--- src/rtl/count_seq_pkg.sv ---
// Shared types and constants for the count sequencer.
// Used by count_sequencer and seq_cycle_timer.
package count_seq_pkg;

    typedef enum logic [2:0] {
        S_IDLE,
        S_FIRE,
        S_WAIT_TC,
        S_SETTLE,
        S_FINISH
    } seq_state_t;

    localparam int TIMEOUT_CYC_DEF = 65540;
    localparam int SETTLE_CYC      = 2;
    localparam int TMR_W           = 17;

endpackage

--- src/rtl/seq_cycle_timer.sv ---
// Cycle counter for the en_out-to-tc_in wait; expires at LIMIT elapsed cycles.
// Holds its value when neither cleared nor enabled.
module seq_cycle_timer #(
    parameter int W     = 17,
    parameter int LIMIT = 65540
) (
    input  logic         clk,
    input  logic         reset_n,
    input  logic         i_clear,
    input  logic         i_enable,
    output logic [W-1:0] o_count,
    output logic         o_expired
);

    // count lags elapsed cycles by one, since it is cleared in the pulse cycle
    localparam logic [W-1:0] LAST = W'(LIMIT - 1);

    logic [W-1:0] r_count;

    always_ff @(posedge clk or negedge reset_n) begin
        if (!reset_n) begin
            r_count <= '0;
        end else if (i_clear) begin
            r_count <= '0;
        end else if (i_enable && (r_count != '1)) begin
            r_count <= r_count + W'(1);
        end
    end

    assign o_count   = r_count;
    assign o_expired = (r_count >= LAST);

endmodule

--- src/rtl/count_sequencer.sv ---
// Fires a downstream counter num_runs times, waiting for tc_in each run.
// Define COUNT_SEQ_PERIOD_EN to add the last_period measurement output.
module count_sequencer
    import count_seq_pkg::*;
#(
    parameter int RUNS_W      = 8,
    parameter int TIMEOUT_CYC = TIMEOUT_CYC_DEF
) (
    input  logic              clk,
    input  logic              reset_n,
    input  logic              start,
    input  logic [RUNS_W-1:0] num_runs,
    input  logic              tc_in,
    output logic              en_out,
    output logic              busy,
    output logic              done,
    output logic              timeout_err,
    output logic [RUNS_W-1:0] runs_done
`ifdef COUNT_SEQ_PERIOD_EN
    ,
    output logic [TMR_W-1:0]  last_period
`endif
);

    seq_state_t        r_state;
    seq_state_t        w_state_nxt;
    logic              r_en;
    logic              r_busy;
    logic              r_done;
    logic              r_err;
    logic [RUNS_W-1:0] r_runs_done;
    logic [RUNS_W-1:0] r_target;
    logic [1:0]        r_settle;
    logic              w_accept;
    logic              w_zero_req;
    logic              w_tc_hit;
    logic              w_timeout;
    logic [TMR_W-1:0]  w_count;
    logic              w_expired;

    seq_cycle_timer #(
        .W     (TMR_W),
        .LIMIT (TIMEOUT_CYC)
    ) u_timer (
        .clk       (clk),
        .reset_n   (reset_n),
        .i_clear   (r_state == S_FIRE),
        .i_enable  (r_state == S_WAIT_TC),
        .o_count   (w_count),
        .o_expired (w_expired)
    );

    always_comb begin
        w_state_nxt = r_state;
        w_accept    = 1'b0;
        w_zero_req  = 1'b0;
        w_tc_hit    = 1'b0;
        w_timeout   = 1'b0;
        case (r_state)
            S_IDLE: begin
                if (start && (num_runs != '0)) begin
                    w_accept    = 1'b1;
                    w_state_nxt = S_FIRE;
                end else if (start) begin
                    w_zero_req = 1'b1;
                end
            end
            S_FIRE: w_state_nxt = S_WAIT_TC;
            S_WAIT_TC: begin
                if (tc_in) begin
                    w_tc_hit    = 1'b1;
                    w_state_nxt = S_SETTLE;
                end else if (w_expired) begin
                    w_timeout   = 1'b1;
                    w_state_nxt = S_FINISH;
                end
            end
            S_SETTLE: begin
                // leave only after tc_in has been low for SETTLE_CYC+1 cycles
                if (!tc_in && (r_settle == 2'(SETTLE_CYC))) begin
                    w_state_nxt = (r_runs_done < r_target) ? S_FIRE : S_FINISH;
                end
            end
            S_FINISH: w_state_nxt = S_IDLE;
            default:  w_state_nxt = S_IDLE;
        endcase
    end

    always_ff @(posedge clk or negedge reset_n) begin
        if (!reset_n) begin
            r_state     <= S_IDLE;
            r_en        <= 1'b0;
            r_busy      <= 1'b0;
            r_done      <= 1'b0;
            r_err       <= 1'b0;
            r_runs_done <= '0;
            r_target    <= '0;
            r_settle    <= '0;
        end else begin
            r_state <= w_state_nxt;
            r_en    <= (w_state_nxt == S_FIRE);
            r_busy  <= (w_state_nxt != S_IDLE);
            r_done  <= (w_state_nxt == S_FINISH) || w_zero_req;
            if (w_accept) begin
                r_target    <= num_runs;
                r_runs_done <= '0;
                r_err       <= 1'b0;
            end else if (w_zero_req) begin
                r_runs_done <= '0;
            end else if (w_tc_hit && (r_runs_done < r_target)) begin
                r_runs_done <= r_runs_done + RUNS_W'(1);
            end
            if (w_timeout) begin
                r_err <= 1'b1;
            end
            if (r_state == S_WAIT_TC) begin
                r_settle <= '0;
            end else if (r_state == S_SETTLE) begin
                if (tc_in) begin
                    r_settle <= '0;
                end else if (r_settle != 2'(SETTLE_CYC)) begin
                    r_settle <= r_settle + 2'd1;
                end
            end
        end
    end

`ifdef COUNT_SEQ_PERIOD_EN
    logic [TMR_W-1:0] r_last_period;

    always_ff @(posedge clk or negedge reset_n) begin
        if (!reset_n) begin
            r_last_period <= '0;
        end else if (w_tc_hit) begin
            r_last_period <= w_count + TMR_W'(1);
        end
    end

    assign last_period = r_last_period;
`else
    logic w_unused_count;
    assign w_unused_count = ^w_count;
`endif

    assign en_out      = r_en;
    assign busy        = r_busy;
    assign done        = r_done;
    assign timeout_err = r_err;
    assign runs_done   = r_runs_done;

endmodule

--- config.mk ---
export PLATFORM = sky130hd
export DESIGN_NAME = count_sequencer
export DESIGN_NICKNAME = d
export VERILOG_FILES = /design/src/rtl/count_seq_pkg.sv /design/src/rtl/seq_cycle_timer.sv /design/src/rtl/count_sequencer.sv
export SDC_FILE = /design/constraint.sdc
export NUM_CORES = 1
export LEC_CHECK = 0
export ABC_AREA = 1
export CAP_MARGIN = 20
export CORE_MARGIN = 2
export CORE_UTILIZATION = 40
export DETAILED_ROUTE_END_ITERATION = 12
export PLACE_DENSITY = 0.68
export SETUP_SLACK_MARGIN = 0.05
export SLEW_MARGIN = 10
export SYNTH_ARGS = -nofsm -noshare
export SYNTH_HDL_FRONTEND = slang
export SYNTH_SLANG_ARGS = --single-unit
--- constraint.sdc ---
create_clock -name clk -period 5.52 [get_ports clk]
set_input_delay 1.104 -clock clk [delete_from_list [all_inputs] [get_ports clk]]
set_output_delay 1.104 -clock clk [all_outputs]
set_load 0.03 [all_outputs]
# Word-level counts from Yosys, hierarchy flattened
# Cells that the tools add are included.
[classes]
n_addsub = 3
n_mux = 27
magnitude_cmp = 2
reduce_logical = 15
n_eq_ne = 8
[ops]
columns = ["operator", "n"]
rows = [
  ["$mux 17", 2],
  ["$mux 8", 3],
  ["$add 17x1->17 const B", 1],
  ["$ge 17x17->1 const B", 1],
  ["$ne 17x17->1 const B", 1],
  ["$mux 3", 5],
  ["$mux 1", 12],
  ["$pmux 3 s4", 1],
  ["$reduce_bool 3->1", 3],
  ["$add 8x1->8 const B", 1],
  ["$lt 8x8->1", 1],
  ["$mux 2", 4],
  ["$reduce_bool 8->1", 1],
  ["$eq 3x1->1 const B", 2],
  ["$eq 3x2->1 const B", 2],
  ["$reduce_bool 2->1", 3],
  ["$logic_and 1x1->1", 4],
  ["$eq 3x3->1 const B", 1],
  ["$logic_not 3->1", 1],
  ["$add 2x1->2 const B", 1],
  ["$eq 2x2->1 const B", 1],
  ["$ne 2x2->1 const B", 1],
  ["$reduce_and 2->1", 1],
  ["$logic_not 1->1", 1],
  ["$logic_or 1x1->1", 1],
]
[totals]
input_bits = 12
wordCells = 64
ff_bits = 42
out_inout_bits = 12

# Logic depth before layout (Yosys ltp)
# Gate-level depths: netlist of run 1.
[logic_depth]
word_depth = 6
ltp_mapped = 14
ltp_nobuf = 14

# By module
# Synthesis of run 1 repeated with hierarchy kept, for this count alone.
[unflattened]
cells_unflattened = 329
hier_area_um2 = 2556.2
[by_module_without_submodules]
columns = ["mod", "instances", "area_each_um2", "cells_per_inst", "seq_area_each_um2"]
rows = [
  ["count_sequencer", 1, 1493.9, 179, 625.6],
  ["seq_cycle_timer", 1, 1062.3, 150, 425.4],
]

# Worst setup path before layout of run 1
# OpenSTA, ideal clock, no wires.
[synth_timing]
path_kind = "input port to flip-flop"
from = "input num_runs[5]"
to = "register r_runs_done[7], in the netlist runs_done[7]"
t_required_ns = 5.402
setup_time_ns = 0.118
slack_ns = 3.473
path_buffers = 0
path_stages = 8
arrival_time_ns = 1.930
cell_sequence = "nor2_1 -> nand2_1 -> nor2_1 -> nand3_1 -> nand3b_1 -> nor2_1 -> nand2_1 -> nand2_1"
[synth_via]
elab_chain_cells = 6
word_cells_on_any_way = 9
classes_between = "6 x mux; 3 x reduce/logical"
[synth_lines]
columns = ["element", "line", "rtl"]
rows = [
  ["start, declared", "count_sequencer.sv:12", "input logic [RUNS_W-1:0] num_runs,"],
  ["$reduce_bool 8->1 *", "count_sequencer.sv:61", "if (start && (num_runs != '0)) begin"],
  ["$logic_and 1x1->1 *", "count_sequencer.sv:61", ""],
  ["$mux 1", "count_sequencer.sv:61", ""],
  ["$mux 1", "count_sequencer.sv:59", "case (r_state)"],
  ["$mux 8", "count_sequencer.sv:108", "end else if (w_zero_req) begin"],
  ["$mux 8", "count_sequencer.sv:104", "if (w_accept) begin"],
  ["end signal, assigned", "count_sequencer.sv:111", "r_runs_done <= r_runs_done + RUNS_W'(1);"],
  ["end, declared", "count_sequencer.sv:31", "logic [RUNS_W-1:0] r_runs_done;"],
]
# Every way passes the cells marked *; elsewhere a longest branch is shown, timed or not.
# A chain may end at the register's enable or synchronous reset.

# Worst setup path in the final report of run 1
[layout_timing]
from = "register r_runs_done[5], in the netlist runs_done[5]"
to = "output runs_done[5]"
[layout_rtl]
columns = ["element", "line", "rtl"]
rows = [
  ["end, declared", "count_sequencer.sv:18", "output logic [RUNS_W-1:0] runs_done"],
]
# No word-level cell between the ends.

==> results_tabular.tex, run 1 <==
\begin{tabular}{lr}
\hline
Metric & Value \\
\hline
\multicolumn{2}{l}{\textbf{Run status}} \\
\quad Outcome & finished clean \\
\multicolumn{2}{l}{\textbf{Layout}} \\
\quad Number of nets in the layout & 380 \\
\quad Number of standard cells in the final layout excluding fillers & 434 \\
\quad Diode count & 0 \\
\quad Proportion of layout cells with a drive suffix above 1 & 11.20\% \\
\quad Area growth from synthesis to final layout & 15.55\% \\
\quad Fill cell instance count of the final layout & 612 \\
\multicolumn{2}{l}{\textbf{Die}} \\
\quad Placeable core region & 6241 um2 \\
\quad Initial Utilization & 40.88\% \\
\quad Std-Cell Rows & 29 \\
\quad \# IOs & 24 \\
\quad Die height & 83.86 um \\
\quad Horizontal die dimension & 83.86 um \\
\quad Full die area & 7033 um2 \\
\multicolumn{2}{l}{\textbf{Timing}} \\
\quad Worst-margin pin slew & 0.5491 ns \\
\quad Achievable Freq & 378.2 MHz \\
\quad Setup TNS after final layout & 0 ns \\
\quad Hold Fails Final Rpt & 0 \\
\quad Fin crit period & 2.644 ns \\
\quad Largest clock skew in the final design & 0.008450 ns \\
\quad Slew headroom & 63.30\% \\
\quad Setup-violating endpoint count in the final report & 0 \\
\quad Final cycle utilization of the critical path & 47.91\% \\
\quad Unrepaired setup endpoints after global routing & false \\
\quad Max Transition Viols Final & 0 \\
\multicolumn{2}{l}{\textbf{Critical path}} \\
\quad Crit path required time & 4.42 ns \\
\quad Delay-heaviest family, CP & buffers and inverters \\
\quad Crit path buf inv count & 1 \\
\quad Critical Path Start Type & register \\
\quad Max Fanout on Critical Path & 8 \\
\quad Worst path arrival time & 1.54 ns \\
\quad Critical path, cell by cell & clkdlybuf4s50\_1 \\
\quad Max stage delay cell, worst path & sky130\_fd\_sc\_hd\_\_clkdlybuf4s50\_1 \\
\quad CP peak stage delay & 0.73 ns \\
\quad Endpoint class of the critical path & primary output \\
\quad Kind of critical path & register to primary output \\
\multicolumn{2}{l}{\textbf{Synthesis}} \\
\quad Part of the Yosys area used for sequential elements & 41.20\% \\
\quad Predominant post-synthesis flop cell & sky130\_fd\_sc\_hd\_\_dfrtp\_1 \\
\quad Ranking of synthesized cells by area & sky130\_fd\_sc\_hd\_\_dfrtp\_1 (41\%), sky130\_fd\_sc\_hd\_\_nand2\_1 (13\%), sky130\_fd\_sc\_hd\_\_nor2\_1 (7.2\%) \\
\quad Mapped Nets & 352 \\
\quad Number of library cell types mapped by synthesis & 37 \\
\quad Commonest cells post-synth & sky130\_fd\_sc\_hd\_\_nand2\_1 (88), sky130\_fd\_sc\_hd\_\_nor2\_1 (49), sky130\_fd\_sc\_hd\_\_dfrtp\_1 (42), sky130\_fd\_sc\_hd\_\_inv\_1 (33), sky130\_fd\_sc\_hd\_\_nand3\_1 (22) \\
\quad Flop and latch count out of synthesis & 42 \\
\quad Dominant cell type by area after synthesis & sky130\_fd\_sc\_hd\_\_dfrtp\_1 \\
\quad Most numerous cell in the Yosys netlist & sky130\_fd\_sc\_hd\_\_nand2\_1 \\
\quad Summed instance area of the synthesized netlist & 2551 um2 \\
\quad Number of warnings reported in the yosys synthesis log & 0 \\
\quad Share of the synthesized area in the top cell type & 41.20\% \\
\quad Post-synthesis async set-or-reset flop share & 100.0\% \\
\quad Number of instances in the synthesized netlist & 329 \\
\quad Avg Synthesized Cell Area & 7.754 um2 \\
\quad Number of synthesized flops with an enable pin & 0 \\
\multicolumn{2}{l}{\textbf{Placement}} \\
\quad Global placer's final weighted congestion & 0.8182 \\
\quad Number of placed cells counting well taps & 426 \\
\quad HPWL after detailed placement & 4.072 mm \\
\quad Port-buffer cells & 23 \\
\multicolumn{2}{l}{\textbf{Drt}} \\
\quad Final Routed Wirelength & 5.577 mm \\
\quad Final routed DRC violation total & 0 \\
\quad DRT Pass-1 Iters & 4 \\
\quad Via count & 2143 \\
\quad Number of nets with antenna violations after routing & 0 \\
\quad Detailed-route wire length per cell & 12.85 um \\
\quad Initial detailed-routing violation count & 138 \\
\quad Avg Vias per Cell & 4.938 \\
\multicolumn{2}{l}{\textbf{Clocking}} \\
\quad Insertion delay to the later sink of the worst-skew pair & 0.30 ns \\
\quad Htree depth & 2 \\
\quad Clk buf depth & 2 \\
\quad Total number of clock tree sinks & 42 \\
\quad Clock tree from TritonCTS & built \\
\quad Clock tree root buffer cell & sky130\_fd\_sc\_hd\_\_clkbuf\_8 \\
\quad Post-CTS Resized & 0 \\
\quad Clock edge transition at the registers on the reported setup and hold paths & 0.08 ns \\
\quad Number of buffers added by the clock tree synthesis step & 5 \\
\quad CTS hold repair buffers & 0 \\
\quad Post-CTS setup buffers & 0 \\
\multicolumn{2}{l}{\textbf{GRT}} \\
\quad Number of global-route vias before repair & 2114 \\
\quad Initial antenna violation count & 0 \\
\quad Wire length of the first global-routing pass & 9.729 mm \\
\quad Global router's overall resource usage & 17.10\% \\
\quad Remaining Overflow, GRT & 0 \\
\quad Maximum number of pins on one net before global-route repair & 43 \\
\multicolumn{2}{l}{\textbf{Power}} \\
\quad Internal Power & 621.6 uW \\
\quad Clock network fraction of total power & 18.0\% \\
\quad Combinational fraction of design power & 41.9\% \\
\quad Power Density & 361.2 nW/um2 \\
\quad Total power of the final layout & 1.065 mW \\
\quad Worst vdd ir & 0.2300 mV \\
\quad Leakage power & 1.423 nW \\
\quad Sequential fraction of design power & 40.1\% \\
\quad Switching share of power & 41.62\% \\
\quad Switching power of the nets & 443.1 uW \\
\multicolumn{2}{l}{\textbf{Worst hold path}} \\
\quad Worst min-delay path category & register to register \\
\multicolumn{2}{l}{\textbf{Flow run}} \\
\quad Number of max-cap violations & 0 \\
\hline
\end{tabular}
## cells by family after synthesis
kind of cell / synth area share [%]
adders and majority gates: 5.395
buffers and inverters: 6.915
AOI/OAI and AO/OA: 9.417
and+or+nand+nor: 36.73
DFF: 41.20
xor gates and xnor gates: 0.3434
## power groups by stage
stage	Clock [mW]	Combinational, mW	Sequential (mW)
after global routing	0.215	0.506	0.437
after global placement	0	0.434	0.432
after floorplan	0	0.301	0.452
final	0.192	0.446	0.427
after CTS	0.197	0.448	0.428
after detailed placement	0	0.448	0.433
## placed cells by master (no fill, tap or decap), types with 2 or more instances in the layout
master | netlist | final
sky130_fd_sc_hd__a21oi_1 | 12 | 12
sky130_fd_sc_hd__a21oi_2 | 3 | 3
sky130_fd_sc_hd__a22o_1 | 2 | 2
sky130_fd_sc_hd__clkbuf_8 | 0 | 5
sky130_fd_sc_hd__clkdlybuf4s50_1 | 0 | 22
sky130_fd_sc_hd__clkinv_2 | 0 | 2
sky130_fd_sc_hd__dfrtp_1 | 42 | 42
sky130_fd_sc_hd__ha_1 | 11 | 11
sky130_fd_sc_hd__inv_1 | 33 | 33
sky130_fd_sc_hd__inv_2 | 6 | 6
sky130_fd_sc_hd__nand2_1 | 88 | 88
sky130_fd_sc_hd__nand2_2 | 2 | 2
sky130_fd_sc_hd__nand2_4 | 4 | 4
sky130_fd_sc_hd__nand3_1 | 22 | 22
sky130_fd_sc_hd__nand3_2 | 2 | 2
sky130_fd_sc_hd__nand3b_1 | 3 | 3
sky130_fd_sc_hd__nand4_1 | 3 | 3
sky130_fd_sc_hd__nor2_1 | 49 | 49
sky130_fd_sc_hd__nor2_2 | 2 | 2
sky130_fd_sc_hd__nor2_4 | 3 | 3
sky130_fd_sc_hd__nor2_8 | 2 | 2
sky130_fd_sc_hd__nor3_1 | 5 | 5
sky130_fd_sc_hd__o21ai_0 | 14 | 14
sky130_fd_sc_hd__o21ai_1 | 5 | 5
## layer usage
metal / vias to the layer above / routed length (um) / track usage (%)
met5: - / 0 / 0
met4: 0 / 76 / 5.279
met3: 7 / 138 / 2.967
met2: 31 / 2775 / 28.65
met1: 993 / 2586 / 22.58
li1: 1112 / - / -
## through the flow
step                      utilization (%)  cell area (um2)  setup WS (ns)  hold WS [ns]
after global routing                47.23             2948          2.820        0.5391
after CTS                           46.91             2928          2.882        0.5172
after detailed placement            45.65             2849          2.710        0.4998
after global placement              45.65             2849          2.722        0.4945
after floorplan                         -             2551          3.473        0.4413
final                               47.23             2948          2.876        0.5148
## worst paths after layout
path	startpoint	to	cells past startpoint	slack [ns]
worst min register to register	r_target[0]	r_target[0]	2	0.51
min in group asynchronous	reset_n	r_target[2]	1	0.74
worst min-delay path	r_target[0]	r_target[0]	2	0.51
max in group asynchronous	reset_n	u_timer.o_count[11]	2	4.29
worst max register to register	u_timer.o_count[0]	u_timer.o_count[7]	13	3.21
worst max-delay path	runs_done[5]	runs_done[5]	1	2.88
## registers in the layout, summed over array words and instances (netlist names)
name	flops
u_timer.o_count	17
r_target	8
runs_done	8
r_state	3
r_settle	2
busy	1
done	1
en_out	1
timeout_err	1
## cell type report
cell class | count | area (um2) | share of cell area [%]
clock inverters | 2 | 10.01 | 0.3396
clock buffers | 5 | 68.82 | 2.334
inverters | 40 | 152.6 | 5.178
repair buffers | 24 | 245.2 | 8.319
multi-input cells | 244 | 1324 | 44.91
flip-flops and latches | 42 | 1051 | 35.65
well taps | 77 | 96.34 | 3.268
(Power assumes the default switching activity.)
==> run 2, diff against run 1 <==
==> constraint.sdc (replaced) <==
create_clock -name clk -period 2.7 [get_ports clk]
set_input_delay 0.54 -clock clk [delete_from_list [all_inputs] [get_ports clk]]
set_output_delay 0.54 -clock clk [all_outputs]
set_load 0.03 [all_outputs]
==> run 2 against run 1 <==
  * Critical endpoint is now u_timer.o_count[7]
  * Sequential share of layout area rose by 0.076 points
  * Critical path depth grew 11
  * Largest power group unchanged
  * Sequential power up 100%
==> results_tabular.tex, run 2 (synthesis gave the netlist of run 1 again) <==
\begin{tabular}{lr}
\hline
Metric & Value \\
\hline
\multicolumn{2}{l}{\textbf{Drt}} \\
\quad Detailed-route wire length per cell & 12.67 um \\
\quad Number of nets with antenna violations after routing & 0 \\
\quad DRT Pass-1 Iters & 5 \\
\quad Initial detailed-routing violation count & 77 \\
\quad Final Routed Wirelength & 5.499 mm \\
\quad Final routed DRC violation total & 0 \\
\quad Via count & 2168 \\
\quad Avg Vias per Cell & 4.995 \\
\multicolumn{2}{l}{\textbf{Timing}} \\
\quad Slew headroom & 36.26\% \\
\quad Setup-violating endpoint count in the final report & 0 \\
\quad Setup TNS after final layout & 0 ns \\
\quad Largest clock skew in the final design & 0.01770 ns \\
\quad Worst-margin pin slew & 0.9560 ns \\
\quad Hold Fails Final Rpt & 0 \\
\quad Achievable Freq & 450.9 MHz \\
\quad Max Transition Viols Final & 0 \\
\quad Fin crit period & 2.218 ns \\
\quad Unrepaired setup endpoints after global routing & false \\
\quad Final cycle utilization of the critical path & 82.13\% \\
\multicolumn{2}{l}{\textbf{GRT}} \\
\quad Global router's overall resource usage & 16.54\% \\
\quad Number of global-route vias before repair & 2079 \\
\quad Remaining Overflow, GRT & 0 \\
\quad Maximum number of pins on one net before global-route repair & 43 \\
\quad Initial antenna violation count & 0 \\
\quad Wire length of the first global-routing pass & 9.363 mm \\
\multicolumn{2}{l}{\textbf{Critical path}} \\
\quad Max Fanout on Critical Path & 6 \\
\quad CP peak stage delay & 0.44 ns \\
\quad Max stage delay cell, worst path & sky130\_fd\_sc\_hd\_\_dfrtp\_1 \\
\quad Capture point of the critical path & u\_timer.o\_count[7] \\
\quad Worst R2R End & u\_timer.o\_count[7] \\
\quad Worst R2R Setup Slack & 0.48 ns \\
\quad Worst reg2reg startpoint & u\_timer.o\_count[6] \\
\quad Endpoint class of the critical path & register \\
\quad Worst path arrival time & 2.41 ns \\
\quad Launching element of the worst setup path & u\_timer.o\_count[6] \\
\quad Critical path, cell by cell & nand2\_1 > nor3\_2 > nand3\_1 > nor4\_1 > ha\_1 > inv\_1 > nand2\_4 > nand2\_4 > inv\_4 > nor2\_1 > o21ai\_0 > nor2\_1 \\
\quad Cells on worst reg2reg path & 12 \\
\quad Crit path required time & 2.90 ns \\
\quad Critical Path Start Type & register \\
\quad Kind of critical path & register to register \\
\multicolumn{2}{l}{\textbf{Layout}} \\
\quad Number of nets in the layout & 379 \\
\quad Area growth from synthesis to final layout & 15.30\% \\
\quad Final cell utilization of the core & 47.13\% \\
\quad Most common cell after layout, fill and taps aside & sky130\_fd\_sc\_hd\_\_nand2\_1 \\
\quad Largest register FFs & 17 \\
\quad Diode count & 0 \\
\quad Commonest cells after routing, fill and taps aside & sky130\_fd\_sc\_hd\_\_nand2\_1 (88), sky130\_fd\_sc\_hd\_\_nor2\_1 (49), sky130\_fd\_sc\_hd\_\_dfrtp\_1 (42), sky130\_fd\_sc\_hd\_\_inv\_1 (33) \\
\quad Proportion of layout cells with a drive suffix above 1 & 11.20\% \\
\multicolumn{2}{l}{\textbf{Clocking}} \\
\quad CTS hold repair buffers & 0 \\
\quad Insertion delay to the later sink of the worst-skew pair & 0.30 ns \\
\quad Clk buf depth & 2 \\
\quad Clock edge transition at the registers on the reported setup and hold paths & 0.10 ns \\
\quad Post-CTS Resized & 0 \\
\quad Clock tree from TritonCTS & built \\
\quad Post-CTS setup buffers & 0 \\
\quad Number of buffers added by the clock tree synthesis step & 5 \\
\quad Total number of clock tree sinks & 42 \\
\quad Clock tree root buffer cell & sky130\_fd\_sc\_hd\_\_clkbuf\_8 \\
\quad Htree depth & 2 \\
\multicolumn{2}{l}{\textbf{Placement}} \\
\quad Port-buffer cells & 23 \\
\quad HPWL after detailed placement & 4.070 mm \\
\quad Global placer's final weighted congestion & 0.8532 \\
\multicolumn{2}{l}{\textbf{Die}} \\
\quad Initial Utilization & 40.88\% \\
\quad Std-Cell Rows & 29 \\
\quad \# IOs & 24 \\
\quad Die height & 83.86 um \\
\quad Full die area & 7033 um2 \\
\quad Placeable core region & 6241 um2 \\
\quad Horizontal die dimension & 83.86 um \\
\multicolumn{2}{l}{\textbf{Flow run}} \\
\quad Number of max-cap violations & 0 \\
\multicolumn{2}{l}{\textbf{Power}} \\
\quad Power Density & 746.5 nW/um2 \\
\quad Leakage power & 1.411 nW \\
\quad Total power of the final layout & 2.196 mW \\
\quad Worst vdd ir & 0.4084 mV \\
\multicolumn{2}{l}{\textbf{Run status}} \\
\quad Outcome & finished clean \\
\multicolumn{2}{l}{\textbf{Worst hold path}} \\
\quad Worst min-delay path category & primary input to async pin \\
\hline
\end{tabular}
==> run 2: cell count changes in the layout (fill, tap and decap cells not counted) <==
cell / before / now
sky130_fd_sc_hd__clkinvlp_4: 0 / 2
sky130_fd_sc_hd__clkinv_2: 2 / 0
sky130_fd_sc_hd__inv_6: 0 / 1
sky130_fd_sc_hd__buf_12: 1 / 0
==> run 2: critical path, delay by kind of cell (launching register included) <==
kind	cells	cell delay [ns]
AO/OA/AOI/OAI	1	0.15
adder cells (fa/ha/maj)	1	0.32
buffers and inverters	2	0.22
flip-flops	1	0.44
AND/OR/NAND/NOR	8	0.98
==> run 2: through the flow <==
stage | setup WS [ns] | std cells | hold slack (ns) | area (um2)
2_1_floorplan | 0.7439 | 329 | 0.2444 | 2551
3_3_place_gp | 0.4442 | 426 | 0.4569 | 2849
3_5_place_dp | 0.4859 | 426 | 0.4590 | 2849
4_1_cts | 0.4627 | 434 | 0.4139 | 2942
5_1_grt | 0.1908 | 434 | 0.4478 | 2942
6_report | 0.4825 | 434 | 0.3816 | 2942
==> run 2: cell type report <==
| type | count | area, um2 |
|---|---|---|
| clock inverters | 3 | 23.77 |
| well taps | 77 | 96.34 |
| repair buffers | 23 | 225.2 |
| clock buffers | 5 | 68.82 |
| multi-input cells | 244 | 1324 |
| inverters | 40 | 152.6 |
| fillers | 630 | 3299 |
| flip-flops and latches | 42 | 1051 |
==> run 2: layer usage <==
layer  wire length, um  global-route usage (%)  up-vias
li1                  -                       -     1114
met1              2436                   20.26     1006
met2              2770                   28.36       38
met3               190                   3.660       10
met4               101                   6.305        0
met5                 0                       0        -
==> run 2: how the worst min path moves through the flow <==
stage | cells after the start | slack (ns) | endpoint | from
floorplan | 0 | 0.24 | busy | reset_n
global placement | 2 | 0.46 | r_target[0] | r_target[0]
detailed placement | 2 | 0.46 | r_target[0] | r_target[0]
CTS | 1 | 0.41 | en_out | reset_n
global route | 1 | 0.45 | r_target[6] | reset_n
finish | 1 | 0.38 | r_target[6] | reset_n
==> run 2: power by group <==
part	internal, mW	leakage, nW	switching [mW]	total, mW
clock	0.185	0.0408	0.242	0.427
sequential	0.766	0.548	0.0986	0.864
combinational	0.331	0.822	0.574	0.905
